===== src/rtl/switch_pkg.sv =====
// rtl/switch_pkg.sv - shared types and default sizing for the switch output-port arbiter
//
// Purpose: arbiter state encoding, byte type and the default requester count /
// maximum packet length used by the arbiter, the input interface and the scoreboard.
package switch_pkg;

  localparam int NUM_PORTS_DEF = 4;
  localparam int MAX_LEN_DEF   = 64;

  typedef logic [7:0] byte_t;

  typedef enum logic [1:0] {
    IDLE  = 2'd0,
    XFER  = 2'd1,
    FLUSH = 2'd2,
    GAP   = 2'd3
  } arb_state_t;

endpackage


===== src/rtl/switch_port_arbiter_rr_pick.sv =====
// rtl/switch_port_arbiter_rr_pick.sv - combinational round-robin selector
//
// Purpose: finds the first set request bit strictly after the last owner,
// wrapping around, so the last owner is the lowest priority.
// Ports:
//   req   - request vector, one bit per requester
//   last  - index of the previous owner
//   found - at least one request bit is set
//   idx   - selected requester (equals last when nothing is found)
module rr_pick #(
  parameter  int N  = 4,
  localparam int IW = $clog2(N)
) (
  input  logic [N-1:0]  req,
  input  logic [IW-1:0] last,
  output logic          found,
  output logic [IW-1:0] idx
);

  // One extra bit so last+k (at most 2N-1) cannot overflow before wrapping.
  logic [IW:0] cand;

  always_comb begin
    found = 1'b0;
    idx   = last;
    cand  = '0;
    for (int k = 1; k <= N; k++) begin
      cand = {1'b0, last} + (IW+1)'(k);
      if (cand >= (IW+1)'(N)) begin
        cand = cand - (IW+1)'(N);
      end
      if (!found && req[cand[IW-1:0]]) begin
        found = 1'b1;
        idx   = cand[IW-1:0];
      end
    end
  end

endmodule


===== src/rtl/switch_port_arbiter.sv =====
// rtl/switch_port_arbiter.sv - packet-atomic round-robin arbiter for one switch output port
//
// Purpose: grants one requester at a time for a whole packet, forwards its bytes
// to a registered output, inserts an inter-packet gap, honours back-pressure and
// truncates packets longer than MAX_LEN.
// Ports:
//   clock, reset_n - clock and asynchronous active-low reset
//   req_status     - per-requester frame flag (high first..last byte)
//   req_data       - per-requester current byte
//   req_ack        - per-requester byte consumed this cycle (combinational)
//   out_ready      - downstream accepts a byte this cycle
//   out_data       - registered output byte
//   out_valid      - out_data holds a new byte this cycle
//   out_status     - registered output frame flag
//   owner          - current / last granted requester
//   busy           - arbiter is not idle
//   err_trunc      - one-cycle pulse when a packet is cut at MAX_LEN
module switch_port_arbiter
  import switch_pkg::*;
#(
  parameter  int NUM_PORTS = NUM_PORTS_DEF,
  parameter  int MAX_LEN   = MAX_LEN_DEF,
  localparam int CNT_W     = $clog2(MAX_LEN + 1),
  localparam int IW        = $clog2(NUM_PORTS)
) (
  input  logic                      clock,
  input  logic                      reset_n,
  input  logic [NUM_PORTS-1:0]      req_status,
  input  logic [NUM_PORTS-1:0][7:0] req_data,
  output logic [NUM_PORTS-1:0]      req_ack,
  input  logic                      out_ready,
  output byte_t                     out_data,
  output logic                      out_valid,
  output logic                      out_status,
  output logic [IW-1:0]             owner,
  output logic                      busy,
  output logic                      err_trunc
);

  arb_state_t       state, state_nx;
  logic [CNT_W-1:0] count;
  logic             found;
  logic [IW-1:0]    pick;
  logic             own_req;
  logic             at_max;

  rr_pick #(.N(NUM_PORTS)) u_rr_pick (
    .req   (req_status),
    .last  (owner),
    .found (found),
    .idx   (pick)
  );

  assign own_req = req_status[owner];
  // count reaches MAX_LEN only after the MAX_LEN-th byte was accepted; if the
  // requester is still framing at that point, the packet is too long.
  assign at_max  = (count == CNT_W'(MAX_LEN));
  assign busy    = (state != IDLE);

  always_ff @(posedge clock or negedge reset_n) begin
    if (!reset_n) begin
      state <= IDLE;
    end else begin
      state <= state_nx;
    end
  end

  always_comb begin
    state_nx = state;
    req_ack  = '0;
    case (state)
      IDLE: begin
        if (found) begin
          state_nx = XFER;
        end
      end
      XFER: begin
        if (!own_req) begin
          state_nx = GAP;
        end else if (at_max) begin
          state_nx = FLUSH;
        end else begin
          req_ack[owner] = out_ready;
        end
      end
      FLUSH: begin
        // Drain the oversize tail regardless of downstream back-pressure.
        req_ack[owner] = own_req;
        if (!own_req) begin
          state_nx = GAP;
        end
      end
      GAP: begin
        state_nx = IDLE;
      end
      default: begin
        state_nx = IDLE;
      end
    endcase
  end

  always_ff @(posedge clock or negedge reset_n) begin
    if (!reset_n) begin
      owner      <= IW'(NUM_PORTS - 1);
      count      <= '0;
      out_data   <= '0;
      out_valid  <= 1'b0;
      out_status <= 1'b0;
      err_trunc  <= 1'b0;
    end else begin
      err_trunc <= 1'b0;
      out_valid <= 1'b0;
      case (state)
        IDLE: begin
          out_status <= 1'b0;
          if (found) begin
            owner <= pick;
          end
        end
        XFER: begin
          if (!own_req) begin
            out_status <= 1'b0;
            count      <= '0;
          end else if (at_max) begin
            err_trunc  <= 1'b1;
            out_status <= 1'b0;
          end else if (out_ready) begin
            out_data   <= req_data[owner];
            out_valid  <= 1'b1;
            out_status <= 1'b1;
            count      <= count + CNT_W'(1);
          end
        end
        FLUSH: begin
          out_status <= 1'b0;
          if (!own_req) begin
            count <= '0;
          end
        end
        default: begin
          out_status <= 1'b0;
        end
      endcase
    end
  end

endmodule


===== config.mk =====
export PLATFORM = sky130hd
export DESIGN_NAME = switch_port_arbiter
export DESIGN_NICKNAME = d
export VERILOG_FILES = /design/src/rtl/switch_pkg.sv /design/src/rtl/switch_port_arbiter_rr_pick.sv /design/src/rtl/switch_port_arbiter.sv
export SDC_FILE = /design/constraint.sdc
export NUM_CORES = 1
export LEC_CHECK = 0
export ABC_AREA = 1
export BUFFER_PORTS_ARGS = -buffer_cell sky130_fd_sc_hd__buf_2
export CAP_MARGIN = 40
export CORE_MARGIN = 3
export CORE_UTILIZATION = 30
export DETAILED_ROUTE_END_ITERATION = 10
export HOLD_SLACK_MARGIN = 0.02
export PLACE_DENSITY = 0.53
export SLEW_MARGIN = 15
export SYNTH_ARGS = -nofsm -noshare
export SYNTH_HDL_FRONTEND = slang
export SYNTH_SLANG_ARGS = --single-unit

===== constraint.sdc =====
create_clock -name clock -period 4.3 [get_ports clock]
set_input_delay 0.215 -clock clock [delete_from_list [all_inputs] [get_ports clock]]
set_output_delay 0.215 -clock clock [all_outputs]
set_load 0.1 [all_outputs]

==> run summary, run 1 <==
Status - completed
Min-Delay Endpoint - out_status$_DFFE_PN0P_
Sequential fraction of the synthesis area - 0.322
Initial antenna violation count - 0
Pleak - 0.00116 uW
Fin Setup TNS - 0 ps
Crit path launch type - flop
Comb pwr share - 0.703
Cells on worst reg2reg path - 11
Net Count, Synth - 311
Critical register-to-register path startpoint - owner[0]$_DFFE_PN1P_
Setup CP Type - flop to output pin
Diodes inserted - 0
Reg2reg setup slack - 1990 ps
Min-Delay Path Depth - 2
Worst-Margin Slew - 549 ps
RSZ-0062 raised after global routing - no
Avg Inst Size Synth - 6.53 um2
PwrDens - 837 mW/mm2
Pins Over Slew Limit - 0
Post-synth EDFFs - 0
Clock Skews - 2.97 ps
Synthesis-to-layout area growth - 22.7%
Crit path DAT - 2400 ps
Slowest CP cell - dfstp_2
Switching part of the total power - 0.629
# rows - 26
RR Endpoint - state[1]$_DFFE_PN0P_
Height of the die - 81.6 um
Clk network pwr share - 0.089
Cts bufs inserted - 3
Synth Flop Type - dfrtp_1
Vias - 1814
Avg Vias per Cell - 4.71
Cell with the most instances after synthesis - nand2_1
Synth top area share - 0.292
Ys async rst share - 1.00
Drt wl/cell - 12.6 um
H-tree levels - 1
Clock root buffer master - clkbuf_8
VDD IR max - 0.000480 V
Clock Sink Count - 22
Post-route ant nets - 0
Synth warn - 0
CTS max path bufs - 2
Core area - 0.00530 mm2
Max-Cap Viols - 0
Power Internal - 654 uW
CTS tree - yes
Final nets - 364
Total Power - 1760 uW
Fin crit period - 2620 ps
HP Start - out_ready
Iteration-0 DRC Markers - 63
Final setup fails - 0
I/O pin total - 57
Relative slew slack - 0.634
Post-CTS setup buffer count - 0
Sequence of cells on the critical path - inv_1 -> nand3_2 -> nand2_4 -> inv_4 -> nand3_1 -> a21oi_1 -> buf_2
Die Area - 0.00667 mm2
Vias in the first global route - 1793
Initial DRT Pass Iterations - 4
DRC - 0
DPL Wire Length - 3630 um
Fin worst setup slack - 1680 ps
IO buf count - 56
Filler cells - 586
FMAX - 382 MHz
Crit-path max cell delay - 720 ps
Routability cong. - 0.786
Hold Path Class - primary input to flop
Leading area contributor after synthesis - dfrtp_1
Crit. End Element - output pin
Worst-Skew Late Latency - 260 ps
Share of layout cells above drive strength 1 - 0.235
Post-synthesis cell count - 263
Gr ovfl total - 0
Library cells used by synthesis - 26
Placement Cell Area - 0.00204 mm2
Starting Density - 0.324
Commonest cells in the netlist - nand2_1 (94), nor2_1 (34), nand3_1 (24), inv_1 (21), dfrtp_1 (20)
Fin area - 0.00211 mm2
Hold Vio Cnt, Final - 0
Switching pwr - 1110 uW
CP Max Fanout - 16
Width of the die - 81.6 um
Clock transition at path regs - 90 ps
Worst slack at placement - 1980 ps
GRT Total Usage - 0.155
Final Cycle Share - 0.608
Largest net degree at the start of global routing - 27
Part of the power in registers - 0.208
Final wirelength - 4850 um
Synth top area cells - dfrtp_1 (29%), nand2_1 (21%), nor2_1 (7.4%)
FF+latch count, synth - 22
Worst Path Required - 4090 ps
Synth Cell Area - 0.00172 mm2
First-pass GRT wire length - 8090 um
flip-flops by register name (all words and copies together) (netlist names):
signal	flops
count	7
err_trunc	1
out_data	8
out_status	1
out_valid	1
owner	2
state	2
per-stage QoR:
| step | utilization | hold slack, ps | instances |
|---|---|---|---|
| 4_1_cts | 0.397 | 296 | 385 |
| 2_1_floorplan | - | -80.6 | 263 |
| 3_5_place_dp | 0.385 | 239 | 380 |
| 5_1_grt | 0.397 | 319 | 385 |
| 6_report | 0.397 | 307 | 385 |
| 3_3_place_gp | 0.385 | 234 | 380 |
logic make-up (layout without fill, tap and decap cells):
logic type      Yosys count  count (layout)  share of synthesized area
simple gates            163             163                      0.405
fa+ha+maj                 9               9                     0.0656
buf+inv                  33              85                     0.0802
xor+xnor                  2               2                     0.0102
flops                    22              22                      0.322
compound gates           34              34                      0.117
repair_timing:
action	4_1_cts	5_1_grt
resized for setup	0	0
hold buffers	1	0
endpoints found under the hold margin	20	0
worst max-delay path: cells and delay by family, from the launching register on:
kind | cells | cell delay [ps]
and+or+nand+nor | 3 | 360
DFF | 1 | 720
AOI/OAI and AO/OA | 1 | 200
buffers and inverters | 3 | 840
how the worst max path moves through the flow:
stage	startpoint	endpoint	slack, ps	cells past startpoint
2_1_floorplan	owner[0]$_DFFE_PN1P_	req_ack[0]	1080	6
3_3_place_gp	owner[1]$_DFFE_PN1P_	req_ack[0]	2030	7
3_5_place_dp	owner[1]$_DFFE_PN1P_	req_ack[0]	1980	7
4_1_cts	owner[1]$_DFFE_PN1P_	req_ack[0]	1680	7
5_1_grt	owner[0]$_DFFE_PN1P_	req_ack[0]	1470	8
6_report	owner[1]$_DFFE_PN1P_	req_ack[0]	1680	7
metal layers:
| metal | GRT usage | vias up | share of wire |
|---|---|---|---|
| met5 | 0 | - | 0 |
| met4 | 0.0565 | 0 | 0.014 |
| met3 | 0.00768 | 4 | 0.027 |
| met2 | 0.278 | 36 | 0.49 |
| met1 | 0.196 | 826 | 0.47 |
| li1 | - | 948 | - |
final cells by class:
class,count,area (um2),area share
clock buffers,4,55.1,0.0261
inverters,24,95.1,0.0451
multi-input cells,208,1030,0.487
flip-flops and latches,22,553,0.262
well taps,70,87.6,0.0416
repair buffers,57,290,0.138
cells in the final DEF (no fill, tap or decap), types with 8 or more instances in the layout:
| master | instances |
|---|---|
| buf_2 | 56 |
| dfrtp_1 | 20 |
| nand3_1 | 24 |
| nor2_1 | 34 |
| ha_1 | 9 |
| o21ai_0 | 18 |
| o22ai_1 | 8 |
| nand2_1 | 94 |
| inv_1 | 21 |
power groups by stage:
stage | Combinational (uW) | Sequential, uW | Clock [uW]
final | 1240 | 366 | 157
after global routing | 1370 | 382 | 173
after CTS | 1250 | 365 | 163
after detailed placement | 1240 | 370 | 0
after global placement | 1250 | 367 | 0
after floorplan | 723 | 666 | 0
(Power assumes the default switching activity.)
==> run 2: changes to the inputs <==
--- a/config.mk
+++ b/config.mk
@@ -12,7 +12,7 @@
 export CORE_UTILIZATION = 30
 export DETAILED_ROUTE_END_ITERATION = 10
 export HOLD_SLACK_MARGIN = 0.02
-export PLACE_DENSITY = 0.53
+export PLACE_DENSITY = 0.55
 export SLEW_MARGIN = 15
 export SYNTH_ARGS = -nofsm -noshare
 export SYNTH_HDL_FRONTEND = slang
==> constraint.sdc (replaced) <==
create_clock -name clock -period 2.3 [get_ports clock]
set_input_delay 0.115 -clock clock [delete_from_list [all_inputs] [get_ports clock]]
set_output_delay 0.115 -clock clock [all_outputs]
set_load 0.1 [all_outputs]
==> run summary, run 2 (synthesized netlist as in run 1, its figures left out) <==
I/O pin total - 57 (unchanged)
IO buf count - 56 (unchanged)
Share of layout cells above drive strength 1 - 0.259 (+0.0245)
FMAX - 472 MHz
Hold Path Class - primary input to flop
First-pass GRT wire length - 8020 um (-0.77%)
H-tree levels - 1 (unchanged)
Vias - 1826 (+0.66%)
Clock Sink Count - 22 (unchanged)
RR Endpoint - state[0]$_DFFE_PN0P_
Clock transition at path regs - 90 ps (about the same)
VDD IR max - 0.000908 V (+89%)
Starting Density - 0.324 (unchanged)
PwrDens - 1560 mW/mm2 (+87%)
Biggest regs - out_data (8), count (7)
Hold Vio Cnt, Final - 0 (unchanged)
DPL Wire Length - 3590 um (-1.2%)
Gr ovfl total - 0 (unchanged)
Final Cycle Share - 0.922
Initial antenna violation count - 0 (unchanged)
Commonest non-fill, non-tap cell in the layout - nand2_1
CTS tree - yes
Critical path destination - req_ack[1]
Drt wl/cell - 12.0 um (-4.9%)
Initial DRT Pass Iterations - 4 (unchanged)
Fin crit period - 2120 ps
Crit path launch type - flop
Pleak - 0.00120 uW (+3.9%)
Most flop-heavy register - out_data
Crit. End Element - output pin
Height of the die - 81.6 um (unchanged)
Placement Cell Area - 0.00217 mm2 (+6.4%)
Relative slew slack - 0.642 (+0.00755)
Clock Skews - 6.40 ps (+3.43 ps)
# rows - 26 (unchanged)
Cells on worst reg2reg path - 11 (unchanged)
Worst Path Required - 2180 ps (-1910 ps)
Core area - 0.00530 mm2 (unchanged)
Critical register-to-register path startpoint - owner[0]$_DFFE_PN1P_
Max reg flops - 8 (unchanged)
Crit path DAT - 2010 ps (-390 ps)
Iteration-0 DRC Markers - 63 (unchanged)
Worst-Margin Slew - 538 ps (-11.3 ps)
CP Max Fanout - 14 (-2)
Most frequent cells in the layout - nand2_1 (94), buf_2 (52), nor2_1 (34), nand3_1 (24), inv_1 (21)
Final wirelength - 4680 um (-3.6%)
Post-route ant nets - 0 (unchanged)
Diodes inserted - 0 (unchanged)
Clock root buffer master - clkbuf_8
Largest net degree at the start of global routing - 25 (-7.4%)
Max-Cap Viols - 0 (unchanged)
Avg Vias per Cell - 4.68 (-0.63%)
CTS max path bufs - 2 (unchanged)
Fin area - 0.00227 mm2 (+8.0%)
Cts bufs inserted - 3 (unchanged)
Vias in the first global route - 1800 (+0.39%)
Final setup fails - 0 (unchanged)
Status - completed
Reg2reg setup slack - 360 ps (-1630 ps)
Pins Over Slew Limit - 0 (unchanged)
Synthesis-to-layout area growth - 32.5%
Die Area - 0.00667 mm2 (unchanged)
RSZ-0062 raised after global routing - no
Crit. Startpoint - owner[0]$_DFFE_PN1P_
DRC - 0 (unchanged)
Final nets - 369 (+1.4%)
Width of the die - 81.6 um (unchanged)
Min-Delay Path Depth - 2 (unchanged)
Total Power - 3550 uW (+100%)
Fin Setup TNS - 0 ps (unchanged)
Setup CP Type - flop to output pin
Routability cong. - 0.921 (+17%)
GRT Total Usage - 0.152 (-0.00260)
Worst-Skew Late Latency - 270 ps (about the same)
-- run 2: cell count changes in the layout (fill, tap and decap cells not counted), moves of 4 or more --
cell	delta
buf_4	+5
a21oi_1	-4
buf_12	+4
a21oi_4	+4
buf_2	-4
-- run 2: area by class of cell --
| type | count | area, um2 |
|---|---|---|
| inverter | 24 | 100 |
| clock buffer | 3 | 41.3 |
| timing repair buffer | 62 | 388 |
| fill | 567 | 3030 |
| tap | 70 | 87.6 |
| sequential | 22 | 557 |
| multi-input combinational | 208 | 1070 |
| clock inverter | 1 | 30.0 |
-- run 2: worst min-delay path by stage --
stage	startpoint	slack (ps)	end
2_1_floorplan	reset_n	-180	count[0]$_DFFE_PN0P_
3_3_place_gp	reset_n	130	out_data[1]$_DFFE_PN0P_
3_5_place_dp	reset_n	140	out_data[1]$_DFFE_PN0P_
4_1_cts	out_ready	180	out_status$_DFFE_PN0P_
5_1_grt	out_ready	190	out_status$_DFFE_PN0P_
6_report	out_ready	180	out_status$_DFFE_PN0P_
-- run 2: repair_timing --
item,CTS,global route
hold buffers,1,0
setup buffers,0,2
endpoints found under the hold margin,20,0
endpoints found under the setup margin,0,4
resized for setup,0,3
-- run 2: metal layers --
layer | part of all wire | vias up | global-route usage
met3 | 0.026 | 4 | 0.0252
met4 | 0.013 | 0 | 0.0299
met2 | 0.52 | 25 | 0.279
met1 | 0.45 | 838 | 0.187
li1 | - | 959 | -
met5 | 0 | - | 0
-- run 2: per-stage QoR --
stage               worst slack (ps)   util  hold slack (ps)  cells
floorplan                       24.2      -             -181    263
global placement                 311  0.410              128    383
detailed placement               256  0.410              137    383
CTS                             10.1  0.425              176    388
global route                    25.6  0.429              190    390
finish                           180  0.429              184    390
-- run 2: power by group --
part           internal (uW)  switching, uW
Sequential               526           93.1
Clock                    233            144
Combinational            654           1900
Total                   1410           2140
-- run 2: worst max-delay path, stage by stage (launching register included) --
cell     delay, ps
dfstp_4        690
buf_4          210
ha_1           200
nand3_1         80
nor2_1         100
nand2_1         90
a21oi_4        160
buf_12         190
